--- src/rtl/brd_tx_ack_scheduler_if.sv ---
// Reply-source / frame-builder signals around brd_tx_ack_scheduler.
// master = scheduler side, slave = requesters and tx frame builder.
interface brd_tx_ack_scheduler_if #(
  parameter int unsigned NUM_REQ = 5
);
  logic               OUT_TICK;
  logic [NUM_REQ-1:0] REQ;
  logic               TX_DONE;
  logic               TX_BUSY;
  logic [NUM_REQ-1:0] GRANT;
  logic [2:0]         TX_SEL;
  logic               TX_START;
  logic [NUM_REQ-1:0] PENDING;
  logic               SCHED_BUSY;
  logic               TX_TIMEOUT;

  modport master (
    input  OUT_TICK, REQ, TX_DONE, TX_BUSY,
    output GRANT, TX_SEL, TX_START, PENDING, SCHED_BUSY, TX_TIMEOUT
  );

  modport slave (
    output OUT_TICK, REQ, TX_DONE, TX_BUSY,
    input  GRANT, TX_SEL, TX_START, PENDING, SCHED_BUSY, TX_TIMEOUT
  );
endinterface

--- src/rtl/brd_tx_ack_scheduler.sv ---
// Round-robin scheduler granting the shared tx frame builder to reply sources.
// Optional STATUS_PRIO_EN: index 0 (status ack) wins ARB whenever it is pending.
module brd_tx_ack_scheduler #(
  parameter int unsigned NUM_REQ     = 5,
  parameter int unsigned GAP_TICKS   = 12,
  parameter int unsigned TIMEOUT_CYC = 2048
) (
  input logic CLK,
  input logic RST,
  brd_tx_ack_scheduler_if.master bus
);

  localparam int unsigned PTR_W = (NUM_REQ > 1) ? $clog2(NUM_REQ) : 1;
  localparam int unsigned CNT_W = 16;
  localparam int unsigned GAP_W = 8;
  localparam logic [NUM_REQ-1:0] ONE = NUM_REQ'(1);

  typedef enum logic [2:0] {
    IDLE      = 3'd0,
    ARB       = 3'd1,
    START     = 3'd2,
    WAIT_DONE = 3'd3,
    GAP       = 3'd4
  } state_t;

  state_t           state;
  logic [PTR_W-1:0] rr_ptr;
  logic [CNT_W-1:0] cnt;
  logic [GAP_W-1:0] gap_cnt;
  logic [PTR_W-1:0] win;
  logic             prio_hit;

  // First set bit searching upward from ptr+1, wrapping modulo NUM_REQ.
  function automatic logic [PTR_W-1:0] rr_pick(input logic [NUM_REQ-1:0] pend,
                                                input logic [PTR_W-1:0]   ptr);
    logic [PTR_W-1:0] sel;
    logic             found;
    int unsigned      idx;
    sel   = ptr;
    found = 1'b0;
    for (int unsigned k = 1; k <= NUM_REQ; k++) begin
      idx = (32'(ptr) + k) % NUM_REQ;
      if (!found && pend[PTR_W'(idx)]) begin
        sel   = PTR_W'(idx);
        found = 1'b1;
      end
    end
    return sel;
  endfunction

  always_comb begin
    prio_hit = 1'b0;
`ifdef STATUS_PRIO_EN
    win = rr_pick(bus.PENDING & ~ONE, rr_ptr);
    if (bus.PENDING[0]) begin
      win      = '0;
      prio_hit = 1'b1;
    end
`else
    win = rr_pick(bus.PENDING, rr_ptr);
`endif
  end

  always_ff @(posedge CLK) begin
    if (RST) begin
      state          <= IDLE;
      rr_ptr         <= PTR_W'(NUM_REQ - 1);
      cnt            <= '0;
      gap_cnt        <= '0;
      bus.GRANT      <= '0;
      bus.TX_SEL     <= '0;
      bus.TX_START   <= 1'b0;
      bus.PENDING    <= '0;
      bus.SCHED_BUSY <= 1'b0;
      bus.TX_TIMEOUT <= 1'b0;
    end else begin
      bus.TX_START   <= 1'b0;
      bus.TX_TIMEOUT <= 1'b0;
      // A new request in the START cycle re-queues the source being served.
      bus.PENDING <= (bus.PENDING & ~(bus.TX_START ? bus.GRANT : '0)) | bus.REQ;

      case (state)
        IDLE: begin
          if ((|bus.PENDING) && !bus.TX_BUSY) begin
            state          <= ARB;
            bus.SCHED_BUSY <= 1'b1;
          end
        end
        ARB: begin
          if (|bus.PENDING) begin
            bus.GRANT    <= ONE << win;
            bus.TX_SEL   <= 3'(win);
            bus.TX_START <= 1'b1;
            if (!prio_hit) rr_ptr <= win;
            state <= START;
          end else begin
            state          <= IDLE;
            bus.SCHED_BUSY <= 1'b0;
          end
        end
        START: begin
          cnt   <= '0;
          state <= WAIT_DONE;
        end
        WAIT_DONE: begin
          if (bus.TX_DONE) begin
            bus.GRANT <= '0;
            gap_cnt   <= '0;
            state     <= GAP;
          end else if (cnt == CNT_W'(TIMEOUT_CYC - 1)) begin
            bus.TX_TIMEOUT <= 1'b1;
            bus.GRANT      <= '0;
            gap_cnt        <= '0;
            state          <= GAP;
          end else begin
            cnt <= cnt + CNT_W'(1);
          end
        end
        GAP: begin
          if (bus.OUT_TICK) begin
            if (gap_cnt == GAP_W'(GAP_TICKS - 1)) begin
              gap_cnt        <= '0;
              state          <= IDLE;
              bus.SCHED_BUSY <= 1'b0;
            end else begin
              gap_cnt <= gap_cnt + GAP_W'(1);
            end
          end
        end
        default: begin
          state          <= IDLE;
          bus.GRANT      <= '0;
          bus.SCHED_BUSY <= 1'b0;
        end
      endcase
    end
  end

endmodule

--- src/flat_wrapper.sv ---
// flat-port wrapper written by rule: the top's interface ports become plain ports
module brd_tx_ack_scheduler_flat 
#(
  parameter int unsigned NUM_REQ     = 5,
  parameter int unsigned GAP_TICKS   = 12,
  parameter int unsigned TIMEOUT_CYC = 2048
)
  (CLK, RST, bus_OUT_TICK, bus_REQ, bus_TX_DONE, bus_TX_BUSY, bus_GRANT, bus_TX_SEL, bus_TX_START, bus_PENDING, bus_SCHED_BUSY, bus_TX_TIMEOUT);
  brd_tx_ack_scheduler_if #(.NUM_REQ(NUM_REQ)) bus_i ();
  input logic CLK;
  input logic RST;
  input wire logic [$bits(bus_i.OUT_TICK)-1:0] bus_OUT_TICK;
  input wire logic [$bits(bus_i.REQ)-1:0] bus_REQ;
  input wire logic [$bits(bus_i.TX_DONE)-1:0] bus_TX_DONE;
  input wire logic [$bits(bus_i.TX_BUSY)-1:0] bus_TX_BUSY;
  output wire logic [$bits(bus_i.GRANT)-1:0] bus_GRANT;
  output wire logic [$bits(bus_i.TX_SEL)-1:0] bus_TX_SEL;
  output wire logic [$bits(bus_i.TX_START)-1:0] bus_TX_START;
  output wire logic [$bits(bus_i.PENDING)-1:0] bus_PENDING;
  output wire logic [$bits(bus_i.SCHED_BUSY)-1:0] bus_SCHED_BUSY;
  output wire logic [$bits(bus_i.TX_TIMEOUT)-1:0] bus_TX_TIMEOUT;
  assign bus_i.OUT_TICK = bus_OUT_TICK;
  assign bus_i.REQ = bus_REQ;
  assign bus_i.TX_DONE = bus_TX_DONE;
  assign bus_i.TX_BUSY = bus_TX_BUSY;
  assign bus_GRANT = bus_i.GRANT;
  assign bus_TX_SEL = bus_i.TX_SEL;
  assign bus_TX_START = bus_i.TX_START;
  assign bus_PENDING = bus_i.PENDING;
  assign bus_SCHED_BUSY = bus_i.SCHED_BUSY;
  assign bus_TX_TIMEOUT = bus_i.TX_TIMEOUT;
  brd_tx_ack_scheduler #(.NUM_REQ(NUM_REQ), .GAP_TICKS(GAP_TICKS), .TIMEOUT_CYC(TIMEOUT_CYC)) u_core (.CLK(CLK), .RST(RST), .bus(bus_i));
endmodule
--- config.mk ---
export PLATFORM = sky130hd
export DESIGN_NAME = brd_tx_ack_scheduler_flat
export DESIGN_NICKNAME = d
export VERILOG_FILES = /design/src/rtl/brd_tx_ack_scheduler_if.sv /design/src/rtl/brd_tx_ack_scheduler.sv /design/src/flat_wrapper.sv
export SDC_FILE = /design/constraint.sdc
export NUM_CORES = 1
export LEC_CHECK = 0
export BUFFER_PORTS_ARGS = -buffer_cell sky130_fd_sc_hd__buf_2
export CORE_ASPECT_RATIO = 1.2
export CORE_MARGIN = 4
export CORE_UTILIZATION = 62
export DETAILED_ROUTE_END_ITERATION = 12
export MAX_ROUTING_LAYER = met4
export PLACE_DENSITY = 0.81
export SYNTH_ARGS = -nofsm -noshare
export SYNTH_HDL_FRONTEND = slang
export SYNTH_SLANG_ARGS = --single-unit
--- constraint.sdc ---
create_clock -name CLK -period 5.55 [get_ports CLK]
set_input_delay 0.555 -clock CLK [delete_from_list [all_inputs] [get_ports CLK]]
set_output_delay 0.555 -clock CLK [all_outputs]
set_load 0.05 [all_outputs]
### Word level (Yosys, flattened, before mapping)

Cells that the tools add are included.

* equal/unequal tests: 14
* div/mod/pow operators: 5
* muxes and demuxes: 46
* shifts and indexed selects: 1
* reductions and logical operators: 24
* bitwise gates (word level): 7
* add/sub/neg operators: 7
* $lt $le $gt $ge: 5

Operators by type and width (number)
* remainder unit 32 x 3 -> 32 bit, second input constant: 5
* 2-to-1 mux 16 bit: 2
* 2-to-1 mux 8 bit: 4
* case mux 16 bit (2 select lines): 1
* 2-to-1 mux 3 bit: 10
* less-than comparator 3 x 4 -> 1 bit, second input constant: 5
* 2-to-1 mux 5 bit: 4
* adder 16 x 1 -> 16 bit, second input constant: 1
* equality test 16 x 11 -> 1 bit, second input constant: 1
* case mux 8 bit (2 select lines): 1
* binary-select mux 1 bit (select 3 bit): 5
* 2-to-1 mux 1 bit: 15
* case mux 3 bit (5 select lines): 1
* case mux 5 bit (3 select lines): 1
* AND reduction 3 bit: 3
* adder 3 x 2 -> 4 bit, second input constant: 2
* adder 3 x 3 -> 4 bit, second input constant: 2
* adder 8 x 1 -> 8 bit, second input constant: 1
* equality test 8 x 4 -> 1 bit, second input constant: 1
* != test 2 bit, second input constant: 4
* equality test 3 x 2 -> 1 bit, second input constant: 2
* != test 2 x 1 -> 1 bit, second input constant: 3
* OR reduction 3 bit: 2
* bitwise AND 5 bit: 1
* other kinds (19): 32

* flip-flop bits (word level): 46
* output and inout port bits: 16
* input port bits: 10
* word-level logic and storage cells: 119

### Depth between registers and ports, before layout

Gate-level depths: netlist (run 1).

* depth after elaboration: 20
* mapped depth: 22
* depth with buffers taken out: 19

### Worst setup path after synthesis (run 1)

Ideal clock, no wire load.

* path type: reg2reg
* start point: register u_core.bus.TX_SEL[0] (netlist name)
* end point: register u_core.bus.GRANT[1]
* required time: 5.433 ns
* stages on the path, launching flop included: 23
* arrival time: 4.682 ns
* path slack: 0.751 ns
* cells stage by stage: dfxtp_1 -> buf_2 -> clkinv_1 -> ha_1 -> buf_2 -> xnor2_2 -> inv_2 -> ha_1 -> or2_2 -> o211ai_1 -> nand2_1 -> ha_1 -> nand2b_1 -> o2111ai_1 -> and3_1 -> buf_4 -> a311oi_1 -> o21ai_1 -> and2_1 -> and3_1 -> o31ai_4 -> nor2_1 -> a32o_1

RTL lines
* end signal: assignment: line brd_tx_ack_scheduler.sv:91 `bus.GRANT <= ONE << win;`
* end: declaration: line brd_tx_ack_scheduler_if.sv:19 `output GRANT, TX_SEL, TX_START, PENDING, SCHED_BUSY, TX_TIMEOUT`

### Worst setup path after layout (run 1)

* start point: register u_core.rr_ptr[2]
* end point: register u_core.bus.GRANT[4]

* longest elaborated chain between the ends: 20
* elaborated cells on any way between the ends: 40
* those cells by class: 5 x add/sub; 5 x div; 1 x shift; 21 x mux; 8 x reduce/logical

Ends and longest elaborated chain
* start: declaration: line brd_tx_ack_scheduler.sv:27 `logic [PTR_W-1:0] rr_ptr;`
* start signal: assignment: line brd_tx_ack_scheduler.sv:67 `rr_ptr <= PTR_W'(NUM_REQ - 1);`
* start signal: assignment: line brd_tx_ack_scheduler.sv:94 `if (!prio_hit) rr_ptr <= win;`
* adder 3 x 1 -> 4 bit: line brd_tx_ack_scheduler.sv:42 `idx = (32'(ptr) + k) % NUM_REQ;`
* remainder unit 32 x 3 -> 32 bit: line brd_tx_ack_scheduler.sv:42
* binary-select mux 1 bit (select 3 bit): line brd_tx_ack_scheduler.sv:43 `if (!found && pend[PTR_W'(idx)]) begin`
* 2-to-1 mux 1 bit (implied by the code): line brd_tx_ack_scheduler.sv:43
* 2-to-1 mux 1 bit: line brd_tx_ack_scheduler.sv:43
* logical NOT 1 bit: line brd_tx_ack_scheduler.sv:43
* logical AND 1 bit: line brd_tx_ack_scheduler.sv:43
* 2-to-1 mux 1 bit: line brd_tx_ack_scheduler.sv:43
* [... 4 more ...]
* logical AND 1 bit: line brd_tx_ack_scheduler.sv:43
* 2-to-1 mux 1 bit: line brd_tx_ack_scheduler.sv:43
* logical NOT 1 bit: line brd_tx_ack_scheduler.sv:43
* logical AND 1 bit: line brd_tx_ack_scheduler.sv:43
* 2-to-1 mux 3 bit (*): line brd_tx_ack_scheduler.sv:43
* left shift 1 x 3 -> 5 bit (*): line brd_tx_ack_scheduler.sv:91
* 2-to-1 mux 5 bit (*): line brd_tx_ack_scheduler.sv:90 `if (|bus.PENDING) begin`
* case mux 5 bit (3 select lines) (*): line brd_tx_ack_scheduler.sv:82 `case (state)`

Mark *: on every way between the ends. The rest lies on a longest branch, timed or not. The select of a mux whose other input is x is not followed.
A chain may end at the register's enable or synchronous reset.

==> summary.md, run 1 <==
| Metric | Value |
|---|---|
| DIE WIDTH | `81.7 um` |
| Critical path capture point type | `flop` |
| Critical Path Start Type | `flop` |
| Final nets | `543` |
| Post-synthesis compound-gate area fraction | `26.2%` |
| Layout cell share with drive strength beyond 1 | `13.4%` |
| Drt first pass iters | `5` |
| Ant diodes | `0` |
| Primary FF master, synth | `dfxtp_1` |
| Clock-pin slew on the worst setup and hold paths | `0.08 ns` |
| Buffers and inverters on the worst path | `1` |
| Via density | `6.40` |
| CTS-repair resized insts | `0` |
| Warnings from Yosys | `0` |
| Syn Inst Count | `496` |
| Fraction of registers with async set/reset | `0%` |
| Clock tree buffer depth | `2` |
| Setup bufs post-CTS | `0` |
| Starting Density | `65.5%` |
| Synth Area in XOR/XNOR | `6.51%` |
| Max FO, Critical Path | `14` |
| Via Count | `3766` |
| Congestion Overflow GR | `0` |
| Required time worst endpoint | `5.74 ns` |
| Unrepaired setup endpoints after global routing | `no` |
| Slew Viols, Final | `0` |
| Hold Vio Cnt, Final | `0` |
| Status | `finished, final reports clean` |
| Initial antenna violation count | `0` |
| First-pass GRT wire length | `16.4 mm` |
| Worst R2R Start | `u_core.rr_ptr[2]` |
| Number of global-route vias before repair | `3676` |
| Adder-Cell Fraction of Synth Area | `8.68%` |
| Hold crit path type | `in -> reg` |
| Final setup fails | `0` |
| Largest family of logic cells by synthesized area | `compound AO/OA/AOI/OAI gates` |
| Max-cap viol count | `0` |
| # hold bufs at CTS | `0` |
| Cts bufs inserted | `5` |
| Most frequent cells after synthesis | `nor2_1, dfxtp_1, nand2_1, a21oi_1, ha_1` |
| Worst Reg-to-Reg Cells | `16` |
| CTS Sinks | `44` |
| Row count | `31` |
| Mux contribution to synthesized area | `7.19%` |
| Drt total wl | `9.51 mm` |
| Netlist Area Pre-Place | `0.00404 sq mm` |
| Die Ht | `96.4 um` |
| Total global routing track utilization | `26.3%` |
| Worst Clk Skew | `0.00828 ns` |
| Largest net degree at the start of global routing | `22` |
| Sequential cell area fraction in the yosys report | `21.8%` |
| Detail Placement HPWL | `6.93 mm` |
| Slew at the pin closest to its max-slew limit | `0.996 ns` |
| DRT antenna net count | `0` |
| RR Endpoint | `u_core.bus.GRANT[4]` |
| Post-synthesis simple-gate area fraction | `23.3%` |
| IO Count | `26` |
| Initial DRC count | `287` |
| CP top delay family | `compound AO/OA/AOI/OAI gates` |
| Slowest cell on crit path | `dfxtp_1` |
| Type of the worst setup path | `reg -> reg` |
| Max Fclk | `0.202 GHz` |
| Clk_lat worst skew | `0.29 ns` |
| Hold path endpoint | `u_core.bus.TX_TIMEOUT` |
| Syn-to-layout area delta | `5.70%` |
| Hold Startpoint | `bus_TX_DONE` |
| Worst stage delay on the critical path | `0.81 ns` |
| Crit path DAT | `5.14 ns` |
| DRC violations left | `0` |
| Max-slew headroom at the worst pin | `33.5%` |
| Most frequent cell after synthesis | `nor2_1` |
| Die area | `0.00787 sq mm` |
| Post-synth top area cell | `dfxtp_1` |
| Syn Nets | `534` |
| Post-synth EDFFs | `0` |
| Post-layout min period | `4.96 ns` |
| Final Cycle Share | `89.3%` |
| Hold path depth | `2` |
| Core ar. | `0.00617 sq mm` |
| Yosys reg bits | `44` |
| Cells along the critical path | `inv_1, ha_1, o21a_1, a21oi_1, xnor2_1, ha_1, mux4_2, o211a_1, a21oi_1, mux2i_1, o21ai_0, o311ai_0, a32oi_1, a21o_1, and2_1, a32o_1` |
| Routed len/inst | `16.2 um` |
| Setup_tns | `0 ns` |
| Syn_area_per_cell | `8.14 sq um` |
| CTS Root Cell | `clkbuf_8` |
| CTS tree | `done` |
| Unique masters post-synth | `81` |
| Input/output buffers | `25` |
| R2R setup slack | `0.59 ns` |
| Share of the synthesized area in the top cell type | `21.8%` |
| H-Tree Depth | `2` |
| Top cells by area, synth | `dfxtp_1, ha_1, nor2_1` |
| Final GP Congestion | `0.934` |
-- flip-flops by register name, summed over array words and instances (netlist names), 3 cells and up --
register / cells
u_core.state: 3
u_core.bus.GRANT: 5
u_core.bus.TX_SEL: 3
u_core.bus.PENDING: 5
u_core.cnt: 16
u_core.gap_cnt: 8
-- area by class of cell --
| type | count | area (sq um) |
|---|---|---|
| Sequential cell | 44 | 881 |
| Tap cell | 82 | 103 |
| Clock inverter | 2 | 35.0 |
| Inverter | 25 | 93.8 |
| Fill cell | 527 | 1900 |
| Clock buffer | 6 | 72.6 |
| Timing Repair Buffer | 32 | 178 |
| Multi-Input combinational cell | 397 | 2910 |
-- per-layer routing --
layer  routed length [um]  vias up  global-route usage [%]  share of wire, %
met3                  377       29                    3.34               4.0
met5                    0        -                       -                 0
li1                     -     1856                       -                 -
met1                 4050     1766                    31.3                43
met4                  289        0                    11.9               3.0
met2                 4790      115                    44.4                50
-- cells in the final DEF (no fill, tap or decap), types with 6 or more instances in the layout --
| cell | count |
|---|---|
| nor2_1 | 55 |
| dfxtp_1 | 44 |
| nand2_1 | 34 |
| a21oi_1 | 33 |
| ha_1 | 28 |
| buf_2 | 25 |
| inv_1 | 22 |
| xor2_1 | 16 |
| mux2i_1 | 13 |
| nand3_1 | 11 |
| nand2b_1 | 10 |
| o21ai_0 | 10 |
| xnor2_1 | 9 |
| and3_1 | 9 |
| nor4_1 | 9 |
| a22oi_1 | 8 |
| nand4_1 | 8 |
| o211ai_1 | 7 |
| buf_4 | 7 |
| o21a_1 | 6 |
-- how the worst max path moves through the flow --
| stage | from | to | slack [ns] | cells after the start |
|---|---|---|---|---|
| 5_1_grt | u_core.rr_ptr[2] | u_core.bus.GRANT[3] | 0.25 | 15 |
| 6_report | u_core.rr_ptr[2] | u_core.bus.GRANT[4] | 0.59 | 16 |
| 2_1_floorplan | u_core.bus.TX_SEL[0] | u_core.bus.GRANT[1] | 0.75 | 22 |
| 4_1_cts | u_core.rr_ptr[2] | u_core.bus.GRANT[4] | 0.70 | 16 |
| 3_5_place_dp | u_core.rr_ptr[2] | u_core.bus.GRANT[4] | 0.73 | 16 |
| 3_3_place_gp | u_core.rr_ptr[2] | u_core.bus.GRANT[4] | 0.72 | 16 |
-- metrics by stage --
step / cell area [sq um] / utilization (%) / worst slack (ns) / hold slack, ns / std cells
floorplan: 4040 / - / 0.751 / 0.458 / 496
global placement: 4160 / 67.5 / 0.717 / 0.469 / 580
detailed placement: 4160 / 67.5 / 0.729 / 0.479 / 580
CTS: 4270 / 69.2 / 0.695 / 0.425 / 588
global route: 4270 / 69.2 / 0.253 / 0.437 / 588
finish: 4270 / 69.2 / 0.595 / 0.436 / 588
-- logic make-up (layout without fill, tap and decap cells) --
logic type	after synthesis	in the layout
simple gates	180	180
compound gates	139	139
buf+inv	55	65
flops	44	44
fa+ha+maj	28	28
xor+xnor	27	27
mux	23	23
Power of run 1 is left out: the tool's default activity adds up to more than one toggle a clock period on the data nets, which glitch-free logic cannot reach.
==> run 2: changes to the inputs <==
Settings changed: CELL_PAD_IN_SITES_DETAIL_PLACEMENT set to 1, CELL_PAD_IN_SITES_GLOBAL_PLACEMENT set to 1, CORE_UTILIZATION 62 to 47, PLACE_DENSITY 0.81 to unset, PLACE_DENSITY_LB_ADDON set to 0.1.
==> run 2 against run 1 <==
Net effect:
- maximum frequency grew 0.45%
- worst setup slack improved by 0.022 ns
- largest cell class unchanged
- clock-buffer cell count unchanged
- utilization fell by 17 points
- final area grew 0.70%
- cell count is 5.4% higher
- via count down 0.13%
- global-route usage down 3.2 points
- sequential share of layout area shrank 0.14 points
- clock skew shrank 0.0029 ns
- critical path depth grew 3
==> summary.md, run 2 (synthesis gave the netlist of run 1 again) <==
| Metric | Value |
|---|---|
| Die Ht | `110 um (+14%)` |
| Via Count | `3761 (-0.13%)` |
| Cts bufs inserted | `5 (unchanged)` |
| Final Cycle Share | `88.9% (-0.40 points)` |
| DRT antenna net count | `0 (unchanged)` |
| CTS-repair resized insts | `0 (unchanged)` |
| Commonest non-fill, non-tap cell in the layout | `nor2_1` |
| H-Tree Depth | `2 (unchanged)` |
| Storage cell area | `881 sq um (unchanged)` |
| # hold bufs at CTS | `0 (unchanged)` |
| Final nets | `543 (unchanged)` |
| Worst R2R Start | `u_core.bus.TX_SEL[0]` |
| Slowest cell on crit path | `o41ai_1` |
| Max-slew headroom at the worst pin | `34.0% (+0.56 points)` |
| R2R setup slack | `0.62 ns (+0.02 ns)` |
| Number of global-route vias before repair | `3960 (+7.7%)` |
| Initial DRC count | `200 (-30%)` |
| DIE WIDTH | `92.6 um (+13%)` |
| Type of the worst setup path | `reg -> reg` |
| RR Endpoint | `u_core.bus.GRANT[3]` |
| Hold path endpoint | `u_core.bus.TX_TIMEOUT` |
| CTS tree | `done` |
| Max reg flops | `16 (unchanged)` |
| IO Count | `26 (unchanged)` |
| Crit path DAT | `5.10 ns (-0.04 ns)` |
| Multi-input gate area | `0.00291 sq mm (unchanged)` |
| Drt total wl | `10.9 mm (+15%)` |
| Clock-pin slew on the worst setup and hold paths | `0.08 ns (about the same)` |
| Pre-CTS WS | `0.687 ns (-0.0428 ns)` |
| Hold crit path type | `in -> reg` |
| Post-layout min period | `4.93 ns (-0.0221 ns)` |
| Input/output buffers | `25 (unchanged)` |
| Setup_tns | `0 ns (unchanged)` |
| Worst setup slack after layout | `0.617 ns (+0.0221 ns)` |
| Required time worst endpoint | `5.72 ns (-0.02 ns)` |
| Final setup fails | `0 (unchanged)` |
| Max FO, Critical Path | `10 (-4)` |
| Commonest cells after routing, fill and taps aside | `nor2_1, dfxtp_1, nand2_1` |
| Worst Reg-to-Reg Cells | `19 (+3)` |
| Initial antenna violation count | `0 (unchanged)` |
| Setup bufs post-CTS | `0 (unchanged)` |
| Cell mode on critical path | `ha_1` |
| Largest net degree at the start of global routing | `40 (+82%)` |
| DRC violations left | `0 (unchanged)` |
| CTS Root Cell | `clkbuf_8` |
| Unrepaired setup endpoints after global routing | `no` |
| Final GP Congestion | `0.908 (-2.8%)` |
| Ant diodes | `0 (unchanged)` |
| Critical Path Start Type | `flop` |
| First-pass GRT wire length | `18.6 mm (+14%)` |
| Die area | `0.0101 sq mm (+29%)` |
| Slew at the pin closest to its max-slew limit | `0.987 ns (-0.00833 ns)` |
| Status | `finished, final reports clean` |
| Critical path capture point type | `flop` |
| Worst Clk Skew | `0.00537 ns (-0.00291 ns)` |
| Max Fclk | `0.203 GHz (+0.45%)` |
| Hold path depth | `2 (unchanged)` |
| Fillers | `1030 (+95%)` |
| Worst stage delay on the critical path | `0.46 ns (-0.35 ns)` |
| Row count | `36 (+16%)` |
| Total global routing track utilization | `23.2% (-3.2 points)` |
| Hold Startpoint | `bus_TX_DONE` |
| Syn-to-layout area delta | `6.45%` |
| Max-cap viol count | `0 (unchanged)` |
| Cells along the critical path | `clkinv_1, ha_1, buf_4, xnor2_2, inv_2, ha_1, or2_2, o211ai_1, nand2_1, ha_1, nand2b_1, o2111ai_1, and3_1, a311oi_1, o21ai_1, and2_1, a32oi_1, a21o_1, o41ai_1` |
| Clock tree buffer depth | `2 (unchanged)` |
| Slew Viols, Final | `0 (unchanged)` |
| CTS Sinks | `44 (unchanged)` |
| Drt first pass iters | `4 (-1)` |
| Routed len/inst | `17.6 um (+8.9%)` |
| Clk_lat worst skew | `0.31 ns (+0.02 ns)` |
| Util after Layout | `52.1% (-17 points)` |
| Congestion Overflow GR | `0 (unchanged)` |
| Via density | `6.07 (-5.3%)` |
| Core ar. | `0.00824 sq mm (+34%)` |
| Layout cell share with drive strength beyond 1 | `13.6% (+0.20 points)` |
| Top reg by flops | `u_core.cnt` |
| Hold Vio Cnt, Final | `0 (unchanged)` |
| Top flop regs | `u_core.cnt: 16 flops, u_core.gap_cnt: 8 flops` |
| Detail Placement HPWL | `8.23 mm (+19%)` |
| Starting Density | `49.0% (-16 points)` |
==> run 2: worst max-delay path by stage <==
| stage | cells after the start | slack (ns) | to | start |
|---|---|---|---|---|
| after floorplan | 22 | 0.75 | u_core.bus.GRANT[1] | u_core.bus.TX_SEL[0] |
| after detailed placement | 19 | 0.69 | u_core.bus.GRANT[3] | u_core.bus.TX_SEL[1] |
| after CTS | 19 | 0.66 | u_core.bus.GRANT[3] | u_core.bus.TX_SEL[1] |
| after global placement | 19 | 0.85 | u_core.bus.GRANT[1] | u_core.bus.TX_SEL[1] |
| final | 19 | 0.62 | u_core.bus.GRANT[3] | u_core.bus.TX_SEL[0] |
| after global routing | 19 | 0.30 | u_core.bus.GRANT[3] | u_core.bus.TX_SEL[1] |
==> run 2: critical path, delay by kind of cell, from the launching register on <==
| family | cells | cell delay (ns) |
|---|---|---|
| AO/OA/AOI/OAI | 7 | 1.69 |
| XOR/XNOR | 1 | 0.31 |
| adder cells (fa/ha/maj) | 3 | 0.71 |
| buffers and inverters | 3 | 0.42 |
| flip-flops | 1 | 0.38 |
| AND/OR/NAND/NOR | 5 | 1.28 |
==> run 2: per-stage QoR <==
step                      area (sq um)  cells  hold slack, ns
after detailed placement          4200    612           0.498
after global routing              4300    620           0.402
after global placement            4200    612           0.475
after floorplan                   4040    496           0.458
after CTS                         4300    620           0.391
final                             4300    620           0.411
==> run 2: cell type report <==
type / instances / area share [%]
clock inverters: 2 / 0.349
repair buffers: 32 / 4.13
multi-input cells: 397 / 67.6
inverters: 25 / 2.18
well taps: 114 / 3.32
clock buffers: 6 / 1.92
flip-flops and latches: 44 / 20.5
==> run 2: metal layers <==
metal	share of wire [%]	track usage, %	vias to the layer above
met5	0	-	-
met4	2.5	8.69	0
met3	1.9	2.53	24
met2	54	44.5	51
met1	42	24.3	1830
li1	-	-	1856
Power of run 2 is left out for the same reason.
==> run 3: changes to the inputs <==
Settings changed: CORE_UTILIZATION 47 to 48, CTS_BUF_LIST set to sky130_fd_sc_hd__clkbuf_4 sky130_fd_sc_hd__clkbuf_8.
==> run 3 against run 2 <==
Net effect:
- non-clock buffer count stayed put
- largest cell class unchanged
- highest routed layer unchanged
- cell count unchanged
- critical path type unchanged
- register-to-register slack worse by 0.05 ns
- global-route usage rose by 0.81 points
==> summary.md, run 3 (synthesis gave the netlist of run 1 again) <==
| Metric | Value |
|---|---|
| Max reg flops | `16 (unchanged)` |
| Cell mode on critical path | `ha_1` |
| H-Tree Depth | `2 (unchanged)` |
| Fillers | `1007 (-2.2%)` |
| DRC violations left | `0 (unchanged)` |
| Final nets | `543 (unchanged)` |
| Critical Path Start Type | `flop` |
| Ant diodes | `0 (unchanged)` |
| Worst R2R Start | `u_core.bus.TX_SEL[1]` |
| Die Ht | `108 um (-0.97%)` |
| Max Fclk | `0.201 GHz (-0.96%)` |
| Setup_tns | `0 ns (unchanged)` |
| Status | `finished, final reports clean` |
| Unrepaired setup endpoints after global routing | `no` |
| Initial DRC count | `147 (-27%)` |
| RR Endpoint | `u_core.bus.GRANT[4]` |
| Drt first pass iters | `4 (unchanged)` |
| R2R setup slack | `0.57 ns (-0.05 ns)` |
| Placed Cells incl. Taps | `612 (unchanged)` |
| Syn-to-layout area delta | `6.79%` |
| Placed inst area | `0.00420 sq mm (unchanged)` |
| Hold path depth | `2 (unchanged)` |
| Worst Setup SP | `u_core.bus.TX_SEL[1]` |
| Final setup fails | `0 (unchanged)` |
| Post-layout min period | `4.98 ns (+0.0481 ns)` |
| Final Cycle Share | `89.8% (+0.87 points)` |
| Buffers and inverters on the worst path | `3 (unchanged)` |
| Slew Viols, Final | `0 (unchanged)` |
| Drt total wl | `11.2 mm (+2.5%)` |
| Row count | `36 (unchanged)` |
| Total global routing track utilization | `24.0% (+0.81 points)` |
| CTS Sinks | `44 (unchanged)` |
| Via density | `6.13 (+1.1%)` |
| Commonest non-fill, non-tap cell in the layout | `nor2_1` |
| Cts bufs inserted | `5 (unchanged)` |
| Crit path DAT | `5.18 ns (+0.08 ns)` |
| Required time worst endpoint | `5.75 ns (+0.03 ns)` |
| Via Count | `3802 (+1.1%)` |
| Die area | `0.00995 sq mm (-1.9%)` |
| Hold Vio Cnt, Final | `0 (unchanged)` |
| Largest net degree at the start of global routing | `40 (unchanged)` |
| Top reg by flops | `u_core.cnt` |
| CTS tree | `done` |
| Slowest cell on crit path | `and3_1` |
| Initial antenna violation count | `0 (unchanged)` |
| IO Count | `26 (unchanged)` |
| Worst stage delay on the critical path | `0.37 ns (-0.09 ns)` |
| Starting Density | `49.5% (+0.54 points)` |
| Critical path capture point type | `flop` |
| CTS-repair resized insts | `0 (unchanged)` |
| Input/output buffers | `25 (unchanged)` |
| First-pass GRT wire length | `19.1 mm (+2.6%)` |
| Hold Startpoint | `bus_TX_DONE` |
| Slew at the pin closest to its max-slew limit | `1.06 ns (+0.0725 ns)` |
| Setup bufs post-CTS | `0 (unchanged)` |
| Number of global-route vias before repair | `3935 (-0.63%)` |
| Final GP Congestion | `0.851 (-6.3%)` |
| Type of the worst setup path | `reg -> reg` |
| Commonest cells after routing, fill and taps aside | `nor2_1, dfxtp_1, nand2_1` |
| Core ar. | `0.00815 sq mm (-1.1%)` |
| # hold bufs at CTS | `0 (unchanged)` |
| Cells along the critical path | `inv_1, ha_1, buf_4, xnor2_2, inv_2, ha_1, or2_2, o211ai_1, nand2_1, ha_1, nand2b_1, o2111ai_1, and3_1, a311oi_1, o21ai_1, and2_1, a32oi_1, a21o_1, and2_1, a32o_1` |
| Worst Clk Skew | `0.00652 ns (+0.00115 ns)` |
| Max-cap viol count | `0 (unchanged)` |
| Fin area | `0.00431 sq mm (+0.32%)` |
| Minimum hold slack | `0.422 ns (+0.0112 ns)` |
| Detail Placement HPWL | `8.49 mm (+3.2%)` |
| Clk_lat worst skew | `0.31 ns (about the same)` |
| Hold path endpoint | `u_core.bus.TX_TIMEOUT` |
| Worst Reg-to-Reg Cells | `20 (+1)` |
| Clock-pin slew on the worst setup and hold paths | `0.08 ns (about the same)` |
| Hold crit path type | `in -> reg` |
| Layout cell share with drive strength beyond 1 | `13.6% (unchanged)` |
| DIE WIDTH | `91.7 um (-0.96%)` |
| CTS Root Cell | `clkbuf_8` |
| Top flop regs | `u_core.cnt: 16 flops, u_core.gap_cnt: 8 flops` |
| Max-slew headroom at the worst pin | `29.2% (-4.8 points)` |
| DRT antenna net count | `0 (unchanged)` |
| Routed len/inst | `18.1 um (+2.5%)` |
| Clock tree buffer depth | `2 (unchanged)` |
| Post-route insts no fill | `620 (unchanged)` |
| Max FO, Critical Path | `10 (unchanged)` |
| Congestion Overflow GR | `0 (unchanged)` |
| CP top delay family | `compound AO/OA/AOI/OAI gates` |
[run 3: area by class of cell]
cell class	count	area [sq um]	area share (%)
Clock buffer	6	76.3	1.77
Inverter	25	93.8	2.18
Clock inverter	2	35.0	0.813
Tap cell	114	143	3.31
Sequential cell	44	881	20.4
Multi-Input combinational cell	397	2910	67.4
Timing Repair Buffer	32	178	4.12
[run 3: worst max path at each step]
| stage | end | slack (ns) | depth (start not counted) |
|---|---|---|---|
| floorplan | u_core.bus.GRANT[1] | 0.75 | 22 |
| global placement | u_core.bus.GRANT[1] | 0.88 | 19 |
| detailed placement | u_core.bus.GRANT[1] | 0.67 | 20 |
| CTS | u_core.bus.GRANT[1] | 0.62 | 20 |
| global route | u_core.bus.GRANT[2] | 0.23 | 19 |
| finish | u_core.bus.GRANT[4] | 0.57 | 20 |
[run 3: worst reg2reg max path, cell delays in order (launching register included)]
cell       delay [ns]
dfxtp_1          0.34
inv_1            0.13
ha_1             0.22
buf_4            0.18
xnor2_2          0.32
inv_2            0.15
ha_1             0.27
or2_2            0.31
o211ai_1         0.25
nand2_1          0.20
ha_1             0.26
nand2b_1         0.17
o2111ai_1        0.19
and3_1           0.37
a311oi_1         0.14
o21ai_1          0.30
and2_1           0.28
a32oi_1          0.16
a21o_1           0.22
and2_1           0.17
a32o_1           0.26
[run 3: metrics by stage]
step | worst slack [ns] | util, %
detailed placement | 0.672 | 51.5
CTS | 0.616 | 52.9
finish | 0.569 | 52.9
global placement | 0.877 | 51.5
global route | 0.229 | 52.9
floorplan | 0.751 | -
[run 3: per-layer routing]
| metal | global-route usage, % | part of all wire, % |
|---|---|---|
| met1 | 25.6 | 41 |
| met2 | 45.4 | 54 |
| met3 | 2.92 | 2.6 |
| met4 | 8.60 | 2.4 |
| met5 | - | 0 |
Power of run 3 is left out for the same reason.
